`config.mk`:
```
export PLATFORM = sky130hd
export DESIGN_NAME = imem_loader
export DESIGN_NICKNAME = d
export VERILOG_FILES = /design/src/rtl/imem_loader.sv
export SDC_FILE = /design/constraint.sdc
export NUM_CORES = 1
export LEC_CHECK = 0
export CORE_UTILIZATION = 52
export DETAILED_ROUTE_END_ITERATION = 8
export PLACE_DENSITY_LB_ADDON = 0.08
export REMOVE_ABC_BUFFERS = 1
export SETUP_SLACK_MARGIN = 0.4
export SYNTH_ARGS = -nofsm -noshare
export SYNTH_HDL_FRONTEND = slang
export SYNTH_SLANG_ARGS = --single-unit
```
`constraint.sdc`:
```
create_clock -name clk -period 1.9 [get_ports clk]
set_input_delay 0.475 -clock clk [delete_from_list [all_inputs] [get_ports clk]]
set_output_delay 0.475 -clock clk [all_outputs]
set_load 0.02 [all_outputs]
```
`src/rtl/imem_loader.sv`:
```
// imem_loader: UART boot loader filling instruction memory with framed LE 32-bit words (optional checksum: LOADER_CHECKSUM_EN).
// Latency: byte_valid at stop-bit centre (~9.5 bits after start edge); write one cycle after a word's 4th byte.
// Backpressure: none; the host paces the byte stream and every write strobe is a single cycle.
module imem_loader #(
    parameter int CLK_HZ      = 50_000_000,
    parameter int BAUD        = 115200,
    parameter int DEPTH_WORDS = 256
) (
    input  logic        clk,
    input  logic        rst_n,
    input  logic        rx,
    output logic        write,
    output logic [31:0] addr_in,
    output logic [31:0] data,
    output logic        cpu_hold,
    output logic        done,
    output logic        error
);
    localparam int          CPB     = CLK_HZ / BAUD;
    localparam logic [15:0] BIT_M1  = 16'(CPB - 1);
    localparam logic [15:0] HALF_M1 = 16'(CPB / 2 - 1);
    localparam logic [31:0] DEPTH_U = 32'(DEPTH_WORDS);

    typedef enum logic [1:0] {RX_IDLE, RX_START, RX_BITS, RX_STOP} rx_state_t;
    typedef enum logic [2:0] {F_SYNC, F_LEN0, F_LEN1, F_DATA, F_WRITE, F_CHK, F_DONE} f_state_t;

`ifdef LOADER_CHECKSUM_EN
    localparam f_state_t F_TAIL = F_CHK;
`else
    localparam f_state_t F_TAIL = F_DONE;
`endif

    rx_state_t   r_rx_state, w_rx_next;
    logic [1:0]  r_sync;
    logic        r_rx_prev;
    logic [15:0] r_cnt;
    logic [2:0]  r_bit;
    logic [7:0]  r_shift;
    logic        r_byte_vld;
    logic [7:0]  r_byte_dat;
    logic        r_ferr;

    f_state_t    r_f_state, w_f_next;
    logic [7:0]  r_len_lo;
    logic [15:0] r_len;
    logic [15:0] r_idx;
    logic [1:0]  r_k;
    logic [23:0] r_word;
    logic [31:0] r_addr;
    logic [31:0] r_data;
    logic        r_error;

    logic        w_rx;
    logic        w_tick_bit;
    logic        w_tick_half;
    logic [15:0] w_n;
    logic        w_len_bad;
    logic        w_last;

    assign w_rx        = r_sync[1];
    assign w_tick_bit  = (r_cnt == BIT_M1);
    assign w_tick_half = (r_cnt == HALF_M1);
    assign w_n         = {r_byte_dat, r_len_lo};
    assign w_len_bad   = ({16'd0, w_n} > DEPTH_U);
    assign w_last      = ((r_idx + 16'd1) == r_len);

    // Two-flop synchronizer plus a delayed copy for start-edge detection; idle is high.
    always_ff @(posedge clk or negedge rst_n) begin
        if (!rst_n) begin
            r_sync    <= 2'b11;
            r_rx_prev <= 1'b1;
        end else begin
            r_sync    <= {r_sync[0], rx};
            r_rx_prev <= w_rx;
        end
    end

    // RX state register.
    always_ff @(posedge clk or negedge rst_n) begin
        if (!rst_n) r_rx_state <= RX_IDLE;
        else        r_rx_state <= w_rx_next;
    end

    // RX next state: start edge, half-bit glitch check, 8 data bits, stop bit.
    always_comb begin
        w_rx_next = r_rx_state;
        case (r_rx_state)
            RX_IDLE:  if (r_rx_prev && !w_rx) w_rx_next = RX_START;
            RX_START: if (w_tick_half) w_rx_next = w_rx ? RX_IDLE : RX_BITS;
            RX_BITS:  if (w_tick_bit && (r_bit == 3'd7)) w_rx_next = RX_STOP;
            RX_STOP:  if (w_tick_bit) w_rx_next = RX_IDLE;
            default:  w_rx_next = RX_IDLE;
        endcase
    end

    // RX datapath: bit timer re-zeroed at the start centre so later samples land mid-bit.
    always_ff @(posedge clk or negedge rst_n) begin
        if (!rst_n) begin
            r_cnt      <= '0;
            r_bit      <= '0;
            r_shift    <= '0;
            r_byte_vld <= 1'b0;
            r_byte_dat <= '0;
            r_ferr     <= 1'b0;
        end else begin
            r_byte_vld <= 1'b0;
            r_ferr     <= 1'b0;
            if ((r_rx_state == RX_IDLE) || w_tick_bit || ((r_rx_state == RX_START) && w_tick_half))
                r_cnt <= '0;
            else
                r_cnt <= r_cnt + 16'd1;
            if ((r_rx_state == RX_BITS) && w_tick_bit) begin
                r_shift <= {w_rx, r_shift[7:1]};
                r_bit   <= r_bit + 3'd1;
            end
            if ((r_rx_state == RX_STOP) && w_tick_bit) begin
                if (w_rx) begin
                    r_byte_vld <= 1'b1;
                    r_byte_dat <= r_shift;
                end else begin
                    r_ferr <= 1'b1;
                end
            end
        end
    end

`ifdef LOADER_CHECKSUM_EN
    logic [7:0] r_csum;

    // Running XOR of length and payload bytes, restarted at each sync byte.
    always_ff @(posedge clk or negedge rst_n) begin
        if (!rst_n)
            r_csum <= '0;
        else if ((r_f_state == F_SYNC) && r_byte_vld && (r_byte_dat == 8'hA5))
            r_csum <= '0;
        else if (r_byte_vld && ((r_f_state == F_LEN0) || (r_f_state == F_LEN1) || (r_f_state == F_DATA)))
            r_csum <= r_csum ^ r_byte_dat;
    end
`endif

    // Frame state register.
    always_ff @(posedge clk or negedge rst_n) begin
        if (!rst_n) r_f_state <= F_SYNC;
        else        r_f_state <= w_f_next;
    end

    // Frame next state; a framing error anywhere before DONE drops back to hunting for 0xA5.
    always_comb begin
        w_f_next = r_f_state;
        case (r_f_state)
            F_SYNC:  if (r_byte_vld && (r_byte_dat == 8'hA5)) w_f_next = F_LEN0;
            F_LEN0:  if (r_byte_vld) w_f_next = F_LEN1;
            F_LEN1:  if (r_byte_vld) w_f_next = w_len_bad ? F_SYNC : ((w_n == 16'd0) ? F_TAIL : F_DATA);
            F_DATA:  if (r_byte_vld && (r_k == 2'd3)) w_f_next = F_WRITE;
            F_WRITE: w_f_next = w_last ? F_TAIL : F_DATA;
`ifdef LOADER_CHECKSUM_EN
            F_CHK:   if (r_byte_vld) w_f_next = (r_byte_dat == r_csum) ? F_DONE : F_SYNC;
`endif
            F_DONE:  w_f_next = F_DONE;
            default: w_f_next = F_SYNC;
        endcase
        if (r_ferr && (r_f_state != F_DONE)) w_f_next = F_SYNC;
    end

    // Frame datapath: length latch, word assembly, write address/data and sticky error.
    always_ff @(posedge clk or negedge rst_n) begin
        if (!rst_n) begin
            r_len_lo <= '0;
            r_len    <= '0;
            r_idx    <= '0;
            r_k      <= '0;
            r_word   <= '0;
            r_addr   <= '0;
            r_data   <= '0;
            r_error  <= 1'b0;
        end else begin
            case (r_f_state)
                F_SYNC: if (r_byte_vld && (r_byte_dat == 8'hA5)) r_error <= 1'b0;
                F_LEN0: if (r_byte_vld) r_len_lo <= r_byte_dat;
                F_LEN1: if (r_byte_vld) begin
                    r_len <= w_n;
                    r_idx <= '0;
                    r_k   <= '0;
                    if (w_len_bad) r_error <= 1'b1;
                end
                F_DATA: if (r_byte_vld) begin
                    r_k <= r_k + 2'd1;
                    case (r_k)
                        2'd0: r_word[7:0]   <= r_byte_dat;
                        2'd1: r_word[15:8]  <= r_byte_dat;
                        2'd2: r_word[23:16] <= r_byte_dat;
                        default: begin
                            r_data <= {r_byte_dat, r_word};
                            r_addr <= {14'd0, r_idx, 2'b00};
                        end
                    endcase
                end
                F_WRITE: r_idx <= r_idx + 16'd1;
`ifdef LOADER_CHECKSUM_EN
                F_CHK: if (r_byte_vld && (r_byte_dat != r_csum)) r_error <= 1'b1;
`endif
                default: ;
            endcase
            if (r_ferr && (r_f_state != F_DONE)) r_error <= 1'b1;
        end
    end

    // Outputs decoded from frame state; address/data hold between strobes.
    always_comb begin
        write    = (r_f_state == F_WRITE);
        done     = (r_f_state == F_DONE);
        cpu_hold = (r_f_state != F_DONE);
        error    = r_error;
        addr_in  = r_addr;
        data     = r_data;
    end
endmodule

```
==> key figures <==
Route
  – Vias: 5571
  – Avg WL per Cell: 20.0 um
  – DRT iter0 DRCs: 466
  – Final wirelength: 19700 um
  – Drt drc: 0
  – Router iterations before antenna repair: 5
  – Antenna Nets Post-Route: 0
  – Vias per cell: 5.66

GRT
  – Met2 Use GR: 41.8%
  – Met1 usage: 34.3%
  – Gr usage total: 25.8%
  – Initial antenna violation count: 0
  – Met3 Use GR: 4.18%
  – GRT Residual Overflow: 0
  – First-pass GRT wire length: 28600 um
  – Vias in the first global route: 5492
  – Layer with the highest usage: met2
  – Largest net degree at the start of global routing: 43

Logic synthesis
  – Flops & latches, synth: between 150 and 200
  – Synth cell types: 62
  – Leading area contributor after synthesis: dfrtp_1
  – Synth async-reset ratio: 100%
  – Mean post-synth cell area: 12.1 um^2
  – Post-synth top cells: 157 x dfrtp_1, 100 x mux2_2, 46 x nand2_1
  – Prevailing post-synth register cell: dfrtp_1
  – Synth area leaders: dfrtp_1 53%, mux2_2 15%, xnor2_1 2.9%, nand2_1 2.3%, nor2_1 2.2%
  – Sequential area share after synthesis: a little over half
  – Most common cell in the synthesized netlist: dfrtp_1
  – YS warnings: 0
  – Synth Instances: slightly above 600
  – EDFF count, synth: 0
  – Synthesized area: 0.00735 mm^2
  – Synth top area share: 53.4%

Finish
  – Share of layout cells above drive strength 1: a little over half
  – P&R area growth vs syn: 43.4%
  – Antenna diodes: 0
  – Final Cell Area: 0.0105 mm^2
  – Post-layout util: 76.2%
  – Nets: 804

Timing
  – Finish-stage setup viols: 1
  – Setup Skew: 0.00865 ns
  – Setup ws final: -0.109 ns
  – Max Clk Rate: roughly 500 MHz
  – RSZ-0062 raised after global routing: yes
  – Slew @ Worst Pin: 0.555 ns
  – Max Slew Vio Count: 0
  – Slew headroom: 62.7%
  – Crit path time final: 2.01 ns
  – Final hold viol count: 0
  – Fin crit share: 106%

Min path
  – Worst hold path class: flop to flop
  – Hold Path Depth: 0

Run status
  – Failing checks: setup timing
  – Status: finished, violations left

Clock tree
  – CTS Sinks: 160
  – CTS tree: built
  – Clock Root Buffer: clkbuf_16
  – Later-pin clock latency in the skew report: 0.43 ns
  – TritonCTS buffer count: 17
  – Clock-pin slew on the worst setup and hold paths: ~0.060 ns
  – H-tree depth: 4
  – Clk buf depth: 2

Setup path
  – Reg-to-Reg Start: r_f_state[2]$_DFFE_PN0P_
  – Crit path launch: r_f_state[2]$_DFFE_PN0P_
  – Critical Path Start Type: flop
  – CP max-delay cell: nor4_1
  – Critical path fanouts, max: 5
  – CP Cell Sequence: buf_6 -> buf_8 -> buf_4 -> nor4_1 -> a311o_1 -> o22ai_1 -> a21oi_1
  – Crit end category: flop
  – CP Capture Point: r_f_state[0]$_DFFE_PN0P_
  – FF-to-FF path depth: 7
  – Setup Crit Path Kind: flop to flop
  – Critical Path AT: about 2.3 ns
  – CP top delay family: compound AO/OA/AOI/OAI gates
  – Crit-path max cell delay: 0.52 ns
  – End of the worst register-to-register path: r_f_state[0]$_DFFE_PN0P_
  – Flop2flop setup slack: -0.11 ns
  – Required time of the worst setup path: between 2 and 2.5 ns
  – Critical path depth: 7
  – Worst path bufs/invs: 3

Placed design
  – Port bufs: 54
  – Placed wire-length estimate: 10200 um
  – Placer congestion estimate: between 0.8 and 0.9
  – Post-DP Area: 0.00850 mm^2

Floorplanning
  – Core ar.: 0.0138 mm^2
  – Die area: 0.0146 mm^2
  – Rows: 43
  – Ports: around 70
  – Starting density of the core: a little over half
  – Die height: approximately 120 um
  – Die width: 121 um

Run
  – Max-cap violations: 0

Pwr
  – Cell Pwr Density: 710 mW/mm^2
  – Leak pwr: 5.30 nW
  – Max rail drop VDD: 0.000642 V
==> area by class of cell <==
| type | instances | area [um^2] |
|---|---|---|
| Multi-Input combinational cell | 410 | 3880 |
| Clock inverter | 6 | 108 |
| Timing Repair Buffer | 184 | 1750 |
| Clock buffer | 26 | 499 |
| Sequential cell | 160 | 4020 |
| Inverter | 18 | 67.6 |
| Fill cell | 816 | 3280 |
| Tap cell | 180 | 225 |
==> timing repair <==
action | CTS | global route
hold buffers | 1 | 0
resized for setup | 335 | 137
setup buffers | 35 | 21
cloned | 10 | 4
pin swaps | 32 | 22
endpoints found under the setup margin | 205 | 159
hold endpoints to repair | 38 | 0
==> power breakdown <==
part,switching (mW),total [mW],internal (mW)
Sequential,0.105,3.59,3.49
Combinational,0.221,0.370,0.149
Clock,1.31,3.52,2.20
Total,1.64,7.48,5.84
==> stage by stage <==
stage	worst slack [ns]	total power, mW	hold slack (ns)	TNS, ns	cells
global placement	-0.0234	3.97	0.346	-0.215	881
floorplan	-0.914	3.82	0.179	-51.82	583
finish	-0.109	7.48	0.358	-0.109	984
global route	-0.0888	7.72	0.361	-0.350	984
CTS	0.0531	7.46	0.358	0	959
detailed placement	-0.129	3.98	0.348	-0.568	881
==> per-layer routing <==
metal  routed length [um]  share of wire (%)
met5                    0                  0
met3                  871                4.4
met2                 9730                 49
met1                 8420                 43
met4                  678                3.4
==> worst min-delay path by stage <==
stage	start	slack [ns]	end
after floorplan	rst_n	0.18	async pin
after global placement	r_sync[0]$_DFF_PN1_	0.35	r_sync[1]$_DFF_PN1_
after detailed placement	r_sync[0]$_DFF_PN1_	0.35	r_sync[1]$_DFF_PN1_
after CTS	r_sync[0]$_DFF_PN1_	0.36	r_sync[1]$_DFF_PN1_
after global routing	r_sync[0]$_DFF_PN1_	0.36	r_sync[1]$_DFF_PN1_
final	r_sync[0]$_DFF_PN1_	0.36	r_sync[1]$_DFF_PN1_
==> cell usage in the layout (no fill, tap or decap), types with 6 or more instances in the layout <==
cell type  netlist  routed
buf_6            1      35
o21ai_1          1      15
buf_16           0       7
dfrtp_2          0       7
buf_12           0      12
o21ai_2          0      11
nand2_2          0       6
mux2_4           9      78
nor2_2           1      10
a21oi_1         13       9
nand4_1          9       9
nand3_1         16      13
inv_1           18      13
ha_1            10       7
mux2_2         100      31
xor2_1          15      15
buf_2           10      49
conb_1           1      16
nand2_1         46      34
nor2_1          44      32
dfrtp_1        157     150
buf_4           18      73
xnor2_1         24      22
clkbuf_16        0      19
==> registers in the layout (all words and copies together) (netlist names), 2 cells and up, named ones only <==
signal,count
r_bit,3
data,32
r_len_lo,8
r_len,16
r_word,24
r_sync,2
r_k,2
r_shift,8
r_byte_dat,8
r_f_state,3
r_cnt,16
addr_in,16
r_idx,16
==> kinds of logic after synthesis <==
logic type | share of synthesized area [%]
xor+xnor | 4.65
mux | 17.3
compound gates | 6.11
flops | 54.5
buf+inv | 4.22
simple gates | 11.5
fa+ha+maj | 1.70
other cells | 0.0510
Note: power is estimated with default switching activity, not from simulation.
